File: src/rtl/keypad_pkg.sv
// keypad_pkg: shared types and constants for the 4x4 keypad scanner.
//   key_state_e   - press-tracking FSM states.
//   scan_result_t - one full-scan result: valid bit plus hex code (code is 0 when not valid).
//   KeyMap        - hex code for each key, indexed by {row, col}.
//   decode_scan   - turns a 16-bit pressed snapshot (bit 4*col+row) into a scan result.
package keypad_pkg;

    typedef enum logic {
        StIdle,
        StPressed
    } key_state_e;

    typedef struct packed {
        logic       valid;
        logic [3:0] code;
    } scan_result_t;

    // Entry {r,c}; listed from index 15 (r3,c3) down to index 0 (r0,c0).
    localparam logic [15:0][3:0] KeyMap = {
        4'hD, 4'hE, 4'hF, 4'h0,
        4'hC, 4'h9, 4'h8, 4'h7,
        4'hB, 4'h6, 4'h5, 4'h4,
        4'hA, 4'h3, 4'h2, 4'h1
    };

    // Exactly one pressed bit gives a key; zero or several (possible ghosting) give NONE.
    function automatic scan_result_t decode_scan(input logic [15:0] snap);
        scan_result_t res;
        logic [4:0]   hits;
        logic [3:0]   idx;
        hits = '0;
        idx  = '0;
        for (int i = 0; i < 16; i++) begin
            if (snap[i]) begin
                hits = hits + 5'd1;
                idx  = 4'(i);
            end
        end
        res.valid = (hits == 5'd1);
        // Snapshot bit index is {col,row}; the map is indexed by {row,col}.
        res.code  = res.valid ? KeyMap[{idx[1:0], idx[3:2]}] : 4'h0;
        return res;
    endfunction

endpackage

File: src/rtl/keypad_debounce.sv
// keypad_debounce: accepts a scan result only after DEBOUNCE_SCANS identical scans in a row.
//   clk, reset     - system clock, synchronous active-high reset.
//   scan_strobe    - one-cycle pulse at end of each full scan.
//   scan_result    - result of the scan completing on this edge.
//   stable_result  - the scan result, meaningful when stable_strobe is high.
//   stable_strobe  - high on an end-of-scan edge whose result has been seen
//                    DEBOUNCE_SCANS times consecutively (including this one).
module keypad_debounce
    import keypad_pkg::*;
#(
    parameter int unsigned DEBOUNCE_SCANS = 4
) (
    input  logic         clk,
    input  logic         reset,
    input  logic         scan_strobe,
    input  scan_result_t scan_result,
    output scan_result_t stable_result,
    output logic         stable_strobe
);

    localparam int unsigned CntW = $clog2(DEBOUNCE_SCANS + 1);
    localparam logic [CntW-1:0] CntMax = CntW'(DEBOUNCE_SCANS);

    scan_result_t    prev_q;
    logic [CntW-1:0] count_q, count_d;

    always_comb begin
        count_d = count_q;
        if (scan_result == prev_q) begin
            if (count_q != CntMax) begin
                count_d = count_q + CntW'(1);
            end
        end else begin
            count_d = CntW'(1);
        end
    end

    // Stability is judged on the count this edge produces, so acceptance is same-edge.
    assign stable_strobe = scan_strobe && (count_d == CntMax);
    assign stable_result = scan_result;

    always_ff @(posedge clk) begin
        if (reset) begin
            prev_q  <= '0;
            count_q <= '0;
        end else if (scan_strobe) begin
            prev_q  <= scan_result;
            count_q <= count_d;
        end
    end

endmodule

File: src/rtl/keypad_scanner.sv
// keypad_scanner: column-scanned 4x4 keypad with debounce, ghost rejection and a one-entry
// event buffer with valid/ready handshake.
//   clk, reset  - system clock, synchronous active-high reset.
//   row         - keypad rows, active-low, asynchronous.
//   col         - keypad columns, active-low, one low at a time.
//   key_code    - hex code of the buffered event.
//   key_valid   - buffered event available.
//   key_ready   - consumer accepts the event on an edge where key_valid is also high.
//   key_held    - a debounced key is currently pressed.
//   overrun     - one-cycle pulse when a new event is dropped because the buffer is full.
module keypad_scanner
    import keypad_pkg::*;
#(
    parameter int unsigned SCAN_TICKS     = 25000,
    parameter int unsigned DEBOUNCE_SCANS = 4
) (
    input  logic       clk,
    input  logic       reset,
    input  logic [3:0] row,
    output logic [3:0] col,
    output logic [3:0] key_code,
    output logic       key_valid,
    input  logic       key_ready,
    output logic       key_held,
    output logic       overrun
);

    localparam int unsigned TickW = $clog2(SCAN_TICKS);
    localparam logic [TickW-1:0] TickLast = TickW'(SCAN_TICKS - 1);

    logic [3:0]       row_meta_q, row_sync_q;
    logic [TickW-1:0] tick_q;
    logic [1:0]       col_idx_q;
    logic [15:0]      snapshot_q, snapshot_d;
    key_state_e       state_q, state_d;
    logic [3:0]       code_q, code_d;
    logic             valid_q, valid_d;
    logic             overrun_q, overrun_d;

    logic             tick_end, scan_end;
    scan_result_t     scan_result, stable_result;
    logic             stable_strobe;
    logic             key_event, handshake, load;

    assign tick_end = (tick_q == TickLast);
    assign scan_end = tick_end && (col_idx_q == 2'd3);

    // Snapshot including the sample taken this edge, so the c=3 column is part of the result.
    always_comb begin
        snapshot_d = snapshot_q;
        if (tick_end) begin
            snapshot_d[{col_idx_q, 2'b00} +: 4] = ~row_sync_q;
        end
    end

    assign scan_result = decode_scan(snapshot_d);

    keypad_debounce #(
        .DEBOUNCE_SCANS(DEBOUNCE_SCANS)
    ) u_debounce (
        .clk          (clk),
        .reset        (reset),
        .scan_strobe  (scan_end),
        .scan_result  (scan_result),
        .stable_result(stable_result),
        .stable_strobe(stable_strobe)
    );

    // A new press is reported only from IDLE; a different key while pressed waits for release.
    always_comb begin
        state_d   = state_q;
        key_event = 1'b0;
        case (state_q)
            StIdle: begin
                if (stable_strobe && stable_result.valid) begin
                    state_d   = StPressed;
                    key_event = 1'b1;
                end
            end
            StPressed: begin
                if (stable_strobe && !stable_result.valid) begin
                    state_d = StIdle;
                end
            end
            default: state_d = StIdle;
        endcase
    end

    assign handshake = valid_q && key_ready;
    assign load      = key_event && (!valid_q || handshake);

    always_comb begin
        valid_d   = valid_q;
        code_d    = code_q;
        overrun_d = key_event && !load;
        if (handshake) begin
            valid_d = 1'b0;
        end
        if (load) begin
            valid_d = 1'b1;
            code_d  = stable_result.code;
        end
    end

    always_ff @(posedge clk) begin
        if (reset) begin
            row_meta_q <= 4'hF;
            row_sync_q <= 4'hF;
            tick_q     <= '0;
            col_idx_q  <= 2'd0;
            snapshot_q <= '0;
            state_q    <= StIdle;
            code_q     <= 4'h0;
            valid_q    <= 1'b0;
            overrun_q  <= 1'b0;
        end else begin
            row_meta_q <= row;
            row_sync_q <= row_meta_q;
            tick_q     <= tick_end ? '0 : tick_q + TickW'(1);
            if (tick_end) begin
                col_idx_q <= col_idx_q + 2'd1;
            end
            snapshot_q <= snapshot_d;
            state_q    <= state_d;
            code_q     <= code_d;
            valid_q    <= valid_d;
            overrun_q  <= overrun_d;
        end
    end

    assign col       = ~(4'b0001 << col_idx_q);
    assign key_code  = code_q;
    assign key_valid = valid_q;
    assign key_held  = (state_q == StPressed);
    assign overrun   = overrun_q;

endmodule
File: config.mk
export PLATFORM = sky130hd
export DESIGN_NAME = keypad_scanner
export DESIGN_NICKNAME = d
export VERILOG_FILES = /design/src/rtl/keypad_pkg.sv /design/src/rtl/keypad_debounce.sv /design/src/rtl/keypad_scanner.sv
export SDC_FILE = /design/constraint.sdc
export NUM_CORES = 1
export LEC_CHECK = 0
export ABC_CLOCK_PERIOD_IN_PS = 13700
export CAP_MARGIN = 0
export CORE_MARGIN = 3
export CORE_UTILIZATION = 50
export DETAILED_ROUTE_END_ITERATION = 10
export PLACE_DENSITY_LB_ADDON = 0.15
export SYNTH_ARGS = -nofsm -noshare
export SYNTH_HDL_FRONTEND = slang
export SYNTH_SLANG_ARGS = --single-unit
File: constraint.sdc
create_clock -name clk -period 13.7 [get_ports clk]
set_input_delay 2.74 -clock clk [delete_from_list [all_inputs] [get_ports clk]]
set_output_delay 2.74 -clock clk [all_outputs]
set_load 0.005 [all_outputs]
==> results of run 1 <==
[power breakdown]
part	internal, mW	switching (mW)	leakage, nW
logic	0.00411	0.00432	1.54
registers	0.165	0.00224	0.453
clock network	0.0364	0.0555	0.0445
[layout by cell type (no fill, tap or decap), types with 5 or more instances in the layout]
cell	netlist	routed
nand2_1	56	56
inv_1	29	29
nor4_1	7	7
xor2_1	17	17
o21ai_0	15	14
ha_1	25	24
a31oi_1	9	7
xnor2_1	30	30
nand4_1	10	10
clkdlybuf4s50_1	0	17
nor3_1	20	20
or3_1	8	8
or2_2	12	12
mux2i_1	20	17
dfxtp_1	56	56
o31a_1	6	6
nor2_1	73	73
o21a_1	7	7
buf_4	0	7
nand2b_1	22	22
nand3_1	18	17
clkbuf_8	0	5
and2_1	7	7
and3_1	9	8
nor3b_1	5	5
xnor2_2	5	5
a21oi_1	30	30
a211oi_1	7	7
[routing by layer]
| layer | GRT usage (%) | share of wire [%] | vias to the layer above |
|---|---|---|---|
| li1 | - | - | 2185 |
| met1 | 27.0 | 48 | 2061 |
| met2 | 35.5 | 48 | 71 |
| met3 | 2.20 | 2.5 | 10 |
| met4 | 4.07 | 1.1 | 0 |
| met5 | 0 | 0 | - |
[state kept, by name, summed over array words and instances, names as in the netlist, named ones only]
name / flops
col_idx_q: 2
key_valid: 1
snapshot_q: 16
tick_q: 15
u_debounce.prev_q: 5
overrun: 1
key_code: 4
row_meta_q: 4
row_sync_q: 4
u_debounce.count_q: 3
[logic make-up after synthesis]
group,synth area share [%]
adders and majority gates,6.28
AOI/OAI and AO/OA,15.3
xor gates and xnor gates,14.6
DFF,22.5
buffers and inverters,4.67
muxes,6.03
and+or+nand+nor,30.6
[through the flow]
step,std cells,setup slack (ns)
6_report,750,0.965
5_1_grt,750,0.0483
4_1_cts,748,0.347
3_5_place_dp,740,0.412
3_3_place_gp,740,0.946
2_1_floorplan,615,1.70
[final cells by class]
type | count | area (µm²)
clock buffers | 5 | 68.8
clock inverters | 3 | 21.3
fillers | 898 | 4070
inverters | 29 | 109
multi-input cells | 504 | 3690
flip-flops and latches | 56 | 1120
well taps | 129 | 161
repair buffers | 24 | 223
[final timing paths]
kind / start / slack [ns] / endpoint
min reg2reg: row_meta_q[2] / 0.42 / row_sync_q[2]
max: col_idx_q[0] / 0.96 / key_code[1]
min: row_meta_q[2] / 0.42 / row_sync_q[2]
max reg2reg: col_idx_q[0] / 0.96 / key_code[1]
[timing repair]
action,in CTS,in global routing
setup buffers,0,2
hold buffers,0,0
resized for setup,0,13
endpoints found under the setup margin,0,15
==> run_results.csv, run 1 <==
group,metric,value,unit
floorplan,rows,35,
setup_path,cp_max_fo,13,
logic_synthesis,yosysSeqAreaShare,22.5,%
logic_synthesis,ys_types,89,
power_and_ir_drop,irDropWorstVdd,54.3,µV
placed_design,io_buffers,17,
routing,routed_wl,11100,µm
logic_synthesis,synth_edf_count,0,
logic_synthesis,synthArstFlopShare,0,%
floorplan,die_h,106,µm
logic_synthesis,syn_area,0.00498,mm²
floorplan,die_width,106,µm
clock_tree,clkSinkCount,56,
logic_synthesis,synth_top_area_share,22.5,%
clock_tree,worstSkewPairLatency,0.31,ns
clock_tree,htree_levels,2,
logic_synthesis,yosys_warnings,0,
logic_synthesis,yosys-top-cells-area,"dfxtp_1 23%, ha_1 6.3%, nor2_1 5.5%",
logic_synthesis,syn_area_per_cell,8.10,µm²
min_path,hold_depth,1,
clock_tree,cts_tree,"done",
timing,timing.final.crit_share,93.0,%
logic_synthesis,syn_inst,615,
setup_path,path_class,"reg -> reg",
layout,final_core_util,57.0,%
logic_synthesis,syn_nets,647,
timing,worstMarginPinSlew,0.817,ns
timing,whs,0.418,ns
routing,drt_first_pass_iters,5,
timing,clock_skew,0.0101,ns
routing,drcViolationCount,0,
routing,ant_nets,0,
logic_synthesis,ys_ff_latch,56,
setup_path,path_delay_family,"adder cells",
global_routing,antenna_found_initial,0,
routing,drt-vias-per-instance,5.77,
routing,drt_iter0_drc,249,
global_routing,grt_pass1_wl,19500,µm
layout,final_cell_area,0.00539,mm²
timing,slew_violations,0,
timing,relSlewSlack,44.0,%
routing,vias,4327,
timing,rsz0062_at_grt,"no",
layout,diodes,0,
logic_synthesis,synth_ff_type,"dfxtp_1",
floorplan,initial_core_util,52.7,%
setup_path,cp_common_cell,"ha_1",
timing,hold_violations,0,
timing,finalSetupViolations,0,
global_routing,first_global_vias,4175,
run,maxCapViolations,0,
setup_path,critPathLaunchType,"flop",
clock_tree,clkTransAtPathRegs,0.11,ns
min_path,hp-class,"reg -> reg",
power_and_ir_drop,p_leak,2.04,nW
layout,drive_gt1_share,12.7,%
placed_design,post_dp_cell_area,0.00523,mm²
clock_tree,numCtsBuffers,5,
setup_path,crit_buf_inv,9,
global_routing,grt_max_degree,46,
setup_path,cp_slowest_cell,"or3b_2",
setup_path,critPathMaxStageDelay,0.49,ns
setup_path,arrival,12.94,ns
power_and_ir_drop,p_total,267,µW
global_routing,overflow,0,
timing,fmax,78.5,MHz
setup_path,cp_num_cells,63,
outcome,status,"finished, final reports clean",
layout,nets,652,
clock_tree,cts_root_buf,"clkbuf_8",
clock_tree,ctsLongestPathBuffers,2,
logic_synthesis,synth_top_area_cell,"dfxtp_1",
floorplan,die_area,0.0112,mm²
setup_path,critPathRequiredTime,13.91,ns
setup_path,r2r_cells,63,
timing,tns,0,ns
routing,wl_per_cell,14.7,µm
logic_synthesis,yosysMostFrequentCell,"nor2_1",
logic_synthesis,yosys-top-cells-count,"73 x nor2_1, 56 x dfxtp_1, 56 x nand2_1",
placed_design,dpl.hpwl,8550,µm
layout,area_growth,8.24,%
placed_design,gp_congestion,0.837,
setup_path,end_kind,"flop",
floorplan,core_area,0.00946,mm²
timing,final.min_clock_period,12.74,ns
power_and_ir_drop,power_density,49.6,mW/mm²
global_routing,grt.total_usage,20.3,%
floorplan,io_pins,18,
Note: power is estimated with default switching activity, not from simulation.
==> inputs of run 2 (changes only) <==
GPL_TIMING_DRIVEN = 1   (was unset)
==> results of run 2 <==
No change in the layout: final DEF, timing and power equal those of run 1.
==> edit: new RTL, config.mk and constraints of run 2 <==
Register the output `overrun` once more, cleared by the reset; this adds one clock of latency there. The other outputs are not delayed to match. Comments in the files are not updated.
--- a/src/rtl/keypad_scanner.sv
+++ b/src/rtl/keypad_scanner.sv
@@ -134,3 +134,9 @@
     assign key_held  = (state_q == StPressed);
-    assign overrun   = overrun_q;
+    always_ff @(posedge clk) begin
+        if (reset) begin
+            overrun <= '0;
+        end else begin
+            overrun <= overrun_q;
+        end
+    end
 
Function: no difference found for any inputs over 10 cycles, from zero or initial values and one cycle with reset high; that may be too few to reach the edited logic, so the function may still have changed.
==> edit against run 2 <==
- critical path depth decreased by 7
- cell area up 3.2%
- routed wire length increased by 8.5%
- total power rose by 40%
- clock skew decreased by 0.0034 ns
- setup slack improved by 0.091 ns
- utilization is 0.35 points lower
- sequential cell count up 1
- synthesized area is 1.5% higher
- largest power group is now the clock network
==> edit: results (changes against run 2) <==
set qor(cts_max_level) 3 ;# +1
set qor(grt_start_max_net_pins) 47 ;# +2.2%
set qor(min-delay-start) {row_meta_q[3]}
set qor(gr-usage-met3_pct) 3.22 ;# +1.0 points
set qor(post-place-ws_ns) 0.882 ;# +0.470 ns
set qor(clock_skew_ns) 0.00664 ;# -0.00341 ns
set qor(gp_congestion) 0.894 ;# +6.7%
set qor(worstPathMaxFanout) 7 ;# -6
set qor(pwr.group.clock_mw) 0.197 ;# +110%
set qor(dp.final_hpwl_um) 8980 ;# +5.1%
set qor(setup_slack_on_the_worst_flop_to_flop_path_ns) 1.06 ;# +0.09 ns
set qor(arrival_ns) 12.88 ;# -0.06 ns
set qor(slowest_stage_cell_cp) {or4b_1}
set qor(finalWirelength_um) 12000 ;# +8.5%
set qor(routedLengthMet1_um) 5970 ;# +12%
set qor(synth_top_cell_area_share_pct) 22.6 ;# +0.073 points
set qor(finalHoldWorstSlack_ns) 0.409 ;# -0.00878 ns
set qor(grt_first_pass_wirelength_um) 20400 ;# +4.6%
set qor(grtUsageMet2_pct) 35.3 ;# -0.18 points
set qor(groute.usage.overall_pct) 22.0 ;# +1.7 points
set qor(vdd_drop_max_v) 0.0000777 ;# +43%
set qor(crit_path_start) {tick_q[12]}
set qor(syn_area_per_cell_um2) 8.15 ;# +0.64%
set qor(route.vias.total) 4420 ;# +2.1%
set qor(period_minus_slack_ns) 12.64 ;# -0.0914 ns
set qor(placed_cell_area_um2) 5310 ;# +1.5%
set qor(placedCellCount) 749 ;# +1.2%
set qor(design_power_total_mw) 0.375 ;# +40%
set qor(cell_internal_pwr_mw) 0.297 ;# +45%
set qor(reg2reg_path_depth) 56 ;# -11%
set qor(yosys-top-cells-area) {dfxtp_1 (23%), ha_1 (6.2%), nor2_1 (6.1%)}
set qor(outcome) {finished clean}
[edit: cells by family after synthesis]
group | after synthesis | share of synthesized area (%)
AOI/OAI and AO/OA | 121 | 16.5
xor gates and xnor gates | 65 | 15.5
adders and majority gates | 26 | 6.39
buffers and inverters | 45 | 3.59
DFF | 57 | 22.6
muxes | 20 | 4.21
and+or+nand+nor | 286 | 31.2
[edit: area by class of cell]
class                           count  area, um2
Sequential cell                    57       1140
Inverter                           22       82.6
Clock buffer                       11        141
Tap cell                          133        166
Clock inverter                      5        103
Multi-Input combinational cell    518       3740
Fill cell                         931       4260
Timing Repair Buffer               19        185
[edit: critical path: cells and delay by family, from the launching register on]
kind / cells / cell delay (ns)
fa+ha+maj: 14 / 4.14
simple gates: 19 / 3.36
buf+inv: 1 / 0.05
flops: 1 / 0.38
mux: 3 / 0.60
xor+xnor: 1 / 0.17
compound gates: 18 / 3.78
[edit: timing repair]
item,CTS,global route
resized for setup,0,3
setup endpoints to repair,0,11
buffers inserted,0,0
